**config.mk**
```make
export PLATFORM = sky130hd
export DESIGN_NAME = sd_bus_arbiter_flat
export DESIGN_NICKNAME = d
export VERILOG_FILES = /design/src/rtl/sd_bus_arbiter_if.sv /design/src/rtl/sd_bus_arbiter.sv /design/src/flat_wrapper.sv
export SDC_FILE = /design/constraint.sdc
export NUM_CORES = 1
export LEC_CHECK = 0
export CAP_MARGIN = 30
export CORE_ASPECT_RATIO = 1.75
export CORE_UTILIZATION = 53
export DETAILED_ROUTE_END_ITERATION = 10
export GPL_TIMING_DRIVEN = 0
export PLACE_DENSITY = 0.81
export SLEW_MARGIN = 20
export SYNTH_ARGS = -nofsm -noshare
export SYNTH_HDL_FRONTEND = slang
export SYNTH_SLANG_ARGS = --single-unit
```
**constraint.sdc**
```tcl
create_clock -name SD_CK -period 5.24 [get_ports SD_CK]
set_input_delay 1.048 -clock SD_CK [delete_from_list [all_inputs] [get_ports SD_CK]]
set_output_delay 1.048 -clock SD_CK [all_outputs]
set_load 0.03 [all_outputs]
```
**src/rtl/sd_bus_arbiter_if.sv**
```systemverilog
// Engine-side bundle for the SD SPI arbiter: per-engine request/grant, per-engine
// MOSI/CSn lanes, and the single muxed link toward the card pins.
interface sd_bus_arbiter_if;
  logic       init_ok;
  logic [2:0] req;
  logic [2:0] mosi_i;
  logic [2:0] csn_i;
  logic [2:0] gnt;
  logic       SD_MOSI;
  logic       SD_CSn;
  logic       busy;
  logic       timeout_err;

  modport master (
    output init_ok, req, mosi_i, csn_i,
    input  gnt, SD_MOSI, SD_CSn, busy, timeout_err
  );

  modport slave (
    input  init_ok, req, mosi_i, csn_i,
    output gnt, SD_MOSI, SD_CSn, busy, timeout_err
  );
endinterface

```
**src/rtl/sd_bus_arbiter.sv**
```systemverilog
// Arbitrates the SD card SPI link between the init, block-read and block-write
// engines, with an enforced CS-high gap between owners and a hold-time limit.
module sd_bus_arbiter #(
  parameter int HOLD_MAX   = 4095,
  parameter int GAP_CYCLES = 8
) (
  input logic            SD_CK,
  input logic            rst,
  sd_bus_arbiter_if.slave bus
);

  typedef enum logic [1:0] {S_IDLE, S_GRANT, S_GAP} state_t;

  localparam logic [1:0]  OWN_INIT  = 2'd0;
  localparam logic [1:0]  OWN_READ  = 2'd1;
  localparam logic [1:0]  OWN_WRITE = 2'd2;
  localparam logic [11:0] HOLD_LAST = 12'(HOLD_MAX - 1);
  localparam logic [3:0]  GAP_LAST  = 4'(GAP_CYCLES - 1);

  state_t      state;
  logic [1:0]  own;
  logic        last_rw;   // 1: write was served last, 0: read
  logic [11:0] hold_cnt;
  logic [3:0]  gap_cnt;
  logic [2:0]  revoked;
  logic [2:0]  gnt_q;
  logic        timeout_q;

  logic [2:0]  eligible;
  logic        pick_any;
  logic [1:0]  pick_own;
  logic        own_req;
  logic        own_csn;
  logic        own_mosi;
  logic        hit_timeout;
  logic        card_mismatch;
  logic        exit_grant;
  logic [2:0]  revoke_set;

  // NOTE: every always_comb output gets a default first so no path can infer a latch.
  always_comb begin
    eligible = 3'b000;
    if (bus.init_ok) eligible[2:1] = bus.req[2:1] & ~revoked[2:1];
    else             eligible[0]   = bus.req[0]   & ~revoked[0];

    pick_any = |eligible;
    pick_own = OWN_INIT;
    if (eligible[1] && eligible[2]) pick_own = last_rw ? OWN_READ : OWN_WRITE;
    else if (eligible[1])           pick_own = OWN_READ;
    else if (eligible[2])           pick_own = OWN_WRITE;
  end

  always_comb begin
    own_req  = bus.req[0];
    own_csn  = bus.csn_i[0];
    own_mosi = bus.mosi_i[0];
    case (own)
      OWN_READ: begin
        own_req  = bus.req[1];
        own_csn  = bus.csn_i[1];
        own_mosi = bus.mosi_i[1];
      end
      OWN_WRITE: begin
        own_req  = bus.req[2];
        own_csn  = bus.csn_i[2];
        own_mosi = bus.mosi_i[2];
      end
      default: ;
    endcase
  end

  // Init owns the bus only before the card is up; read/write only after.
  assign hit_timeout   = (hold_cnt == HOLD_LAST);
  assign card_mismatch = (own == OWN_INIT) ? bus.init_ok : !bus.init_ok;
  assign exit_grant    = hit_timeout || card_mismatch || !own_req;
  assign revoke_set    = (state == S_GRANT && (hit_timeout || card_mismatch))
                         ? (3'b001 << own) : 3'b000;

  // NOTE: state registers use non-blocking assignments so every branch sees pre-edge values.
  always_ff @(posedge SD_CK or posedge rst) begin
    if (rst) begin
      state     <= S_IDLE;
      own       <= OWN_INIT;
      last_rw   <= 1'b1;
      hold_cnt  <= 12'd0;
      gap_cnt   <= 4'd0;
      revoked   <= 3'b000;
      gnt_q     <= 3'b000;
      timeout_q <= 1'b0;
    end else begin
      timeout_q <= 1'b0;
      // A revoked requester stays blocked until it lets go of req for a cycle.
      revoked   <= bus.req & (revoked | revoke_set);
      case (state)
        S_IDLE: begin
          if (pick_any) begin
            state    <= S_GRANT;
            own      <= pick_own;
            gnt_q    <= 3'b001 << pick_own;
            hold_cnt <= 12'd0;
            if (pick_own != OWN_INIT) last_rw <= (pick_own == OWN_WRITE);
          end
        end
        S_GRANT: begin
          if (exit_grant) begin
            state     <= S_GAP;
            gnt_q     <= 3'b000;
            gap_cnt   <= 4'd0;
            timeout_q <= hit_timeout;
          end else begin
            hold_cnt <= hold_cnt + 12'd1;
          end
        end
        S_GAP: begin
          if (gap_cnt == GAP_LAST) state <= S_IDLE;
          else                     gap_cnt <= gap_cnt + 4'd1;
        end
        default: state <= S_IDLE;
      endcase
    end
  end

  assign bus.gnt         = gnt_q;
  assign bus.SD_CSn      = (state == S_GRANT) ? own_csn  : 1'b1;
  assign bus.SD_MOSI     = (state == S_GRANT) ? own_mosi : 1'b1;
  assign bus.busy        = (state != S_IDLE);
  assign bus.timeout_err = timeout_q;

endmodule

```
**src/flat_wrapper.sv**
```systemverilog
// flat-port wrapper written by rule: the top's interface ports become plain ports
module sd_bus_arbiter_flat 
#(
  parameter int HOLD_MAX   = 4095,
  parameter int GAP_CYCLES = 8
)
  (SD_CK, rst, bus_init_ok, bus_req, bus_mosi_i, bus_csn_i, bus_gnt, bus_SD_MOSI, bus_SD_CSn, bus_busy, bus_timeout_err);
  sd_bus_arbiter_if bus_i ();
  input logic SD_CK;
  input logic rst;
  input wire logic [$bits(bus_i.init_ok)-1:0] bus_init_ok;
  input wire logic [$bits(bus_i.req)-1:0] bus_req;
  input wire logic [$bits(bus_i.mosi_i)-1:0] bus_mosi_i;
  input wire logic [$bits(bus_i.csn_i)-1:0] bus_csn_i;
  output wire logic [$bits(bus_i.gnt)-1:0] bus_gnt;
  output wire logic [$bits(bus_i.SD_MOSI)-1:0] bus_SD_MOSI;
  output wire logic [$bits(bus_i.SD_CSn)-1:0] bus_SD_CSn;
  output wire logic [$bits(bus_i.busy)-1:0] bus_busy;
  output wire logic [$bits(bus_i.timeout_err)-1:0] bus_timeout_err;
  assign bus_i.init_ok = bus_init_ok;
  assign bus_i.req = bus_req;
  assign bus_i.mosi_i = bus_mosi_i;
  assign bus_i.csn_i = bus_csn_i;
  assign bus_gnt = bus_i.gnt;
  assign bus_SD_MOSI = bus_i.SD_MOSI;
  assign bus_SD_CSn = bus_i.SD_CSn;
  assign bus_busy = bus_i.busy;
  assign bus_timeout_err = bus_i.timeout_err;
  sd_bus_arbiter #(.HOLD_MAX(HOLD_MAX), .GAP_CYCLES(GAP_CYCLES)) u_core (.SD_CK(SD_CK), .rst(rst), .bus(bus_i));
endmodule
```
-- Word-level counts from Yosys, hierarchy flattened
Index checks and enable logic that the tools add are counted.
Widths: inputs -> output; s select.
- add/sub/neg operators: 2
- eq/ne operators: 12
- shift-type cells: 2
- mux-type cells: 28
- bitwise gates (word level): 6
- reduce and logical (&&, ||, !) cells: 19
- operators by type and width (kind ; number):
    $mux 12 ; 2
    $pmux 12 s2 ; 1
    $mux 2 ; 8
    $reduce_and 3->1 ; 5
    $add 12x1->12 const B ; 1
    $eq 12x12->1 const B ; 1
    $mux 3 ; 3
    $mux 4 ; 2
    $pmux 4 s2 ; 1
    $reduce_bool 2->1 ; 4
    $eq 2x2->1 const B ; 3
    $mux 1 ; 6
    $ne 2x1->1 const B ; 3
    $pmux 1 s2 ; 3
    $pmux 2 s3 ; 1
    $pmux 3 s2 ; 1
    $shl 1x2->3 const A ; 2
    $add 4x1->4 const B ; 1
    $eq 2x1->1 const B ; 2
    $eq 4x3->1 const B ; 1
    $logic_not 2->1 ; 2
    $ne 2x2->1 const B ; 2
    $and 3x3->3 ; 1
    $or 3x3->3 ; 1
    other kinds (9) ; 12
- register bits after elaboration: 28
- input port bits: 12
- output and inout port bits: 7
- logic and storage cells: 77

-- Depth between registers and ports, before layout
- depth in word-level cells: 9
- gate-level depth with buffers: 8

-- Least setup slack after synthesis
OpenSTA, ideal clock, no wires.
- path kind: input-to-output
- start point: input bus_csn_i[2]
- end point: output bus_SD_CSn
- arrival time: 1.533 ns
- path slack: 2.659 ns
- stages: 4
- cell sequence: a22oi_1 nand2_1 o21ai_0 nand2_1
- word-level cells in the longest chain between the ends: 2
- ends and longest elaborated chain (what ; RTL line ; RTL):
    start: declaration ; flat_wrapper.sv:14 ; input wire logic [$bits(bus_i.csn_i)-1:0] bus_csn_i;
    $pmux 1 s2 ; sd_bus_arbiter.sv:57 ; case (own)
    $mux 1 ; sd_bus_arbiter.sv:124 ; assign bus.SD_CSn = (state == S_GRANT) ? own_csn : 1'b1;
    end: declaration ; flat_wrapper.sv:17 ; output wire logic [$bits(bus_i.SD_CSn)-1:0] bus_SD_CSn;
Every way passes these cells.

-- Worst setup path in the final report
- start point: input bus_mosi_i[2]
- end point: output bus_SD_MOSI
- word-level cells in the longest chain between the ends: 2
- ends and longest elaborated chain (what ; RTL line ; RTL):
    start: declaration ; flat_wrapper.sv:13 ; input wire logic [$bits(bus_i.mosi_i)-1:0] bus_mosi_i;
    $pmux 1 s2 ; sd_bus_arbiter.sv:57 ;
    $mux 1 ; sd_bus_arbiter.sv:125 ; assign bus.SD_MOSI = (state == S_GRANT) ? own_mosi : 1'b1;
    end: declaration ; flat_wrapper.sv:16 ; output wire logic [$bits(bus_i.SD_MOSI)-1:0] bus_SD_MOSI;
Every way passes these cells.

==> flow_metrics.env <==
export IMPL_status="finished clean"
export IMPL_synthArstFlopShare=1.000
export IMPL_core_um2=2721
export IMPL_hold_start="u_core.revoked[0]"
export IMPL_peakVddDrop_mv=0.2932
export IMPL_drtIter0Drc=56
export IMPL_synth_net_count=180
export IMPL_p_per_area_nw_per_um2=453.2
export IMPL_die_h_um=73.02
export IMPL_synth_mux_area_frac=0.006552
export IMPL_maxCapViolCount=0
export IMPL_synth_top_family_by_area="simple AND/OR/NAND/NOR gates"
export IMPL_r2r_slack_ns=3.04
export IMPL_syn_area_um2=1528
export IMPL_total_power_w=0.0008223
export IMPL_drc=0
export IMPL_yosysSeqAreaShare=0.4595
export IMPL_ys_ff_latch=28
export IMPL_top_level_ports=19
export IMPL_synth_xor_area_share=0.01147
export IMPL_numCtsBuffers=3
export IMPL_syn_inst=162
export IMPL_stdcell_count=212
export IMPL_cp_required_ns=4.19
export IMPL_netlist_area_leader_share=0.4423
export IMPL_synth_avg_cell_area_um2=9.430
export IMPL_diodes=0
export IMPL_yosysMostFrequentCell="dfrtp_1"
export IMPL_start_util=0.5614
export IMPL_worstSetupPathType="input pin to primary output"
export IMPL_yosys_area_share_adder=0.04914
export IMPL_ant_nets=0
export IMPL_min_path_type="flop to flop"
export IMPL_numClockSinks=28
export IMPL_hpwl_mm=2.518
export IMPL_vias=1319
export IMPL_synth_warnings=0
export IMPL_overflow=0
export IMPL_grt_total_usage=0.2243
export IMPL_crit_arrival_ns=2.47
export IMPL_reg2reg_to="u_core.hold_cnt[11]"
export IMPL_clock_fmax_ghz=0.2842
export IMPL_rows=25
export IMPL_layout_nets=204
export IMPL_cts_tree="yes"
export IMPL_die_area_um2=3110
export IMPL_holdBufCountCts=0
export IMPL_reg2reg_from="u_core.own[0]"
export IMPL_setup_tns_ns=0
export IMPL_placedCellCount=208
export IMPL_tightest_slew_ns=0.6287
export IMPL_ctsResizeCount=0
export IMPL_layout_drive_gt1_share=0.07568
export IMPL_die_x_um=42.59
export IMPL_grt_max_degree=20
export IMPL_finalSetupViolCount=0
export IMPL_cts_clk_slew_worst_paths_ns=0.09
export IMPL_min_path_cells=2
export IMPL_dr_pass1_iters=4
export IMPL_htreeDepth=1
export IMPL_io_buffers=18
export IMPL_cts_setup_buffers=0
export IMPL_finalHoldViolations=0
export IMPL_synth_compound_area_frac=0.1876
export IMPL_area_growth_pct=18.76
export IMPL_wl_per_cell_um=15.85
export IMPL_rsz0062_at_grt="false"
export IMPL_place_area_um2=1769
export IMPL_vias_per_cell=6.222
export IMPL_synth_edf_count=0
export IMPL_cts_root_buffer="clkbuf_8"
export IMPL_ys_types=36
export IMPL_relSlewSlack=0.5781
export IMPL_grt_pass1_vias=1279
export IMPL_grt_antenna_before_repair=0
export IMPL_clkLatencyLatePin_ns=0.28
export IMPL_clockBufferDepth=2
export IMPL_min_period_ns=3.518
export IMPL_period_share=0.6714
export IMPL_p_leak_nw=0.8251
export IMPL_crit_fanout=1
export IMPL_cp_start_kind="input pin"
export IMPL_synth_area_top_cells="dfrtp_1, nand2_1, ha_1"
export IMPL_wl_mm=3.360
export IMPL_reg2reg_depth=7
export IMPL_crit_path_end_kind="primary output"
export IMPL_clock_skew_final_ns=0.002459
export IMPL_yosys_area_top_type="dfrtp_1"
export IMPL_place_congestion=0.8267
export IMPL_synthTopCellsByCount="dfrtp_1, nand2_1, o21ai_0, nand3_1, a21oi_1"
export IMPL_grt_pass1_wl_mm=5.423
export IMPL_hold_end="u_core.revoked[0]"
export IMPL_fin_area_um2=1814
export IMPL_synth_simple_gate_area_share=0.2506
export IMPL_synth_ff_type="dfrtp_1"
export IMPL_maxSlewViolCount=0
flip-flops by register name, indices dropped and copies added (netlist names):
signal                  count
u_core.hold_cnt            12
u_core.gap_cnt              4
u_core.bus.timeout_err      1
u_core.own                  2
u_core.bus.gnt              3
u_core.last_rw              1
u_core.revoked              3
u_core.state                2
worst max path at each step:
stage          cells past startpoint     endpoint          start  slack [ns]
2_1_floorplan                      4   bus_SD_CSn   bus_csn_i[2]        2.66
3_3_place_gp                       6   bus_SD_CSn   bus_csn_i[2]        1.75
3_5_place_dp                       6  bus_SD_MOSI  bus_mosi_i[2]        1.73
4_1_cts                            6  bus_SD_MOSI  bus_mosi_i[2]        1.73
5_1_grt                            6   bus_SD_CSn   bus_csn_i[2]        1.64
6_report                           6  bus_SD_MOSI  bus_mosi_i[2]        1.72
per-layer routing:
| layer | track usage | wire length (µm) | share of wire | up-vias |
|---|---|---|---|---|
| met5 | 0 | 0 | 0 | - |
| met4 | 0.09722 | 57 | 0.017 | 0 |
| met3 | 0.02723 | 91 | 0.027 | 7 |
| met2 | 0.4222 | 1896 | 0.56 | 33 |
| met1 | 0.2448 | 1315 | 0.39 | 644 |
| li1 | - | - | - | 635 |
critical path: stages:
cell	delay, ns
clkdlybuf4s50_1	0.46
a22oi_1	0.09
nand2_1	0.07
o21ai_0	0.07
nand2_1	0.07
clkdlybuf4s50_1	0.66
logic make-up after synthesis:
family                     count (synthesis)
AOI/OAI and AO/OA                         44
muxes                                      1
buffers and inverters                     10
adders and majority gates                  6
xor gates and xnor gates                   2
and+or+nand+nor                           71
DFF                                       28
cell usage in the layout (no fill, tap or decap), drive strengths merged:
master         count
dfrtp             27
nand2             21
clkdlybuf4s50     18
o21ai             16
nand3             12
a21oi              8
inv                7
nor2b              6
nor2               6
ha                 6
a31oi              6
nand2b             5
and3               5
and4               4
nor3               4
a21o               4
clkbuf             4
buf                4
nand4              3
o22a               3
a41oi              3
and2               3
a22oi              2
xnor2              1
mux2i              1
nor3b              1
or3b               1
o21a               1
a211o              1
xor2               1
dfstp              1
layout make-up:
type                            instances  area, µm²
Buffer                                  3      27.53
Sequential cell                        28      701.9
Tap cell                               27      33.78
Inverter                                7      26.28
Timing Repair Buffer                   19      207.7
Multi-Input combinational cell        124      772.0
Fill cell                             230      907.1
Clock buffer                            4      45.04
stage by stage:
step           hold WS [ns]  setup WS (ns)    util
2_1_floorplan        0.4395          2.659       -
3_3_place_gp         0.4570          1.745  0.6400
3_5_place_dp         0.4654          1.730  0.6501
4_1_cts              0.4886          1.726  0.6667
5_1_grt              0.5160          1.644  0.6667
6_report             0.4818          1.722  0.6667
power by group:
group	internal [W]	switching, W	total, W	leakage [nW]
Clock	0.0000547	0.0000669	0.000122	0.0228
Sequential	0.000270	0.0000490	0.000319	0.375
Combinational	0.000153	0.000228	0.000381	0.427
Total	0.000479	0.000344	0.000822	0.825
Note: power is estimated with default switching activity, not from simulation.
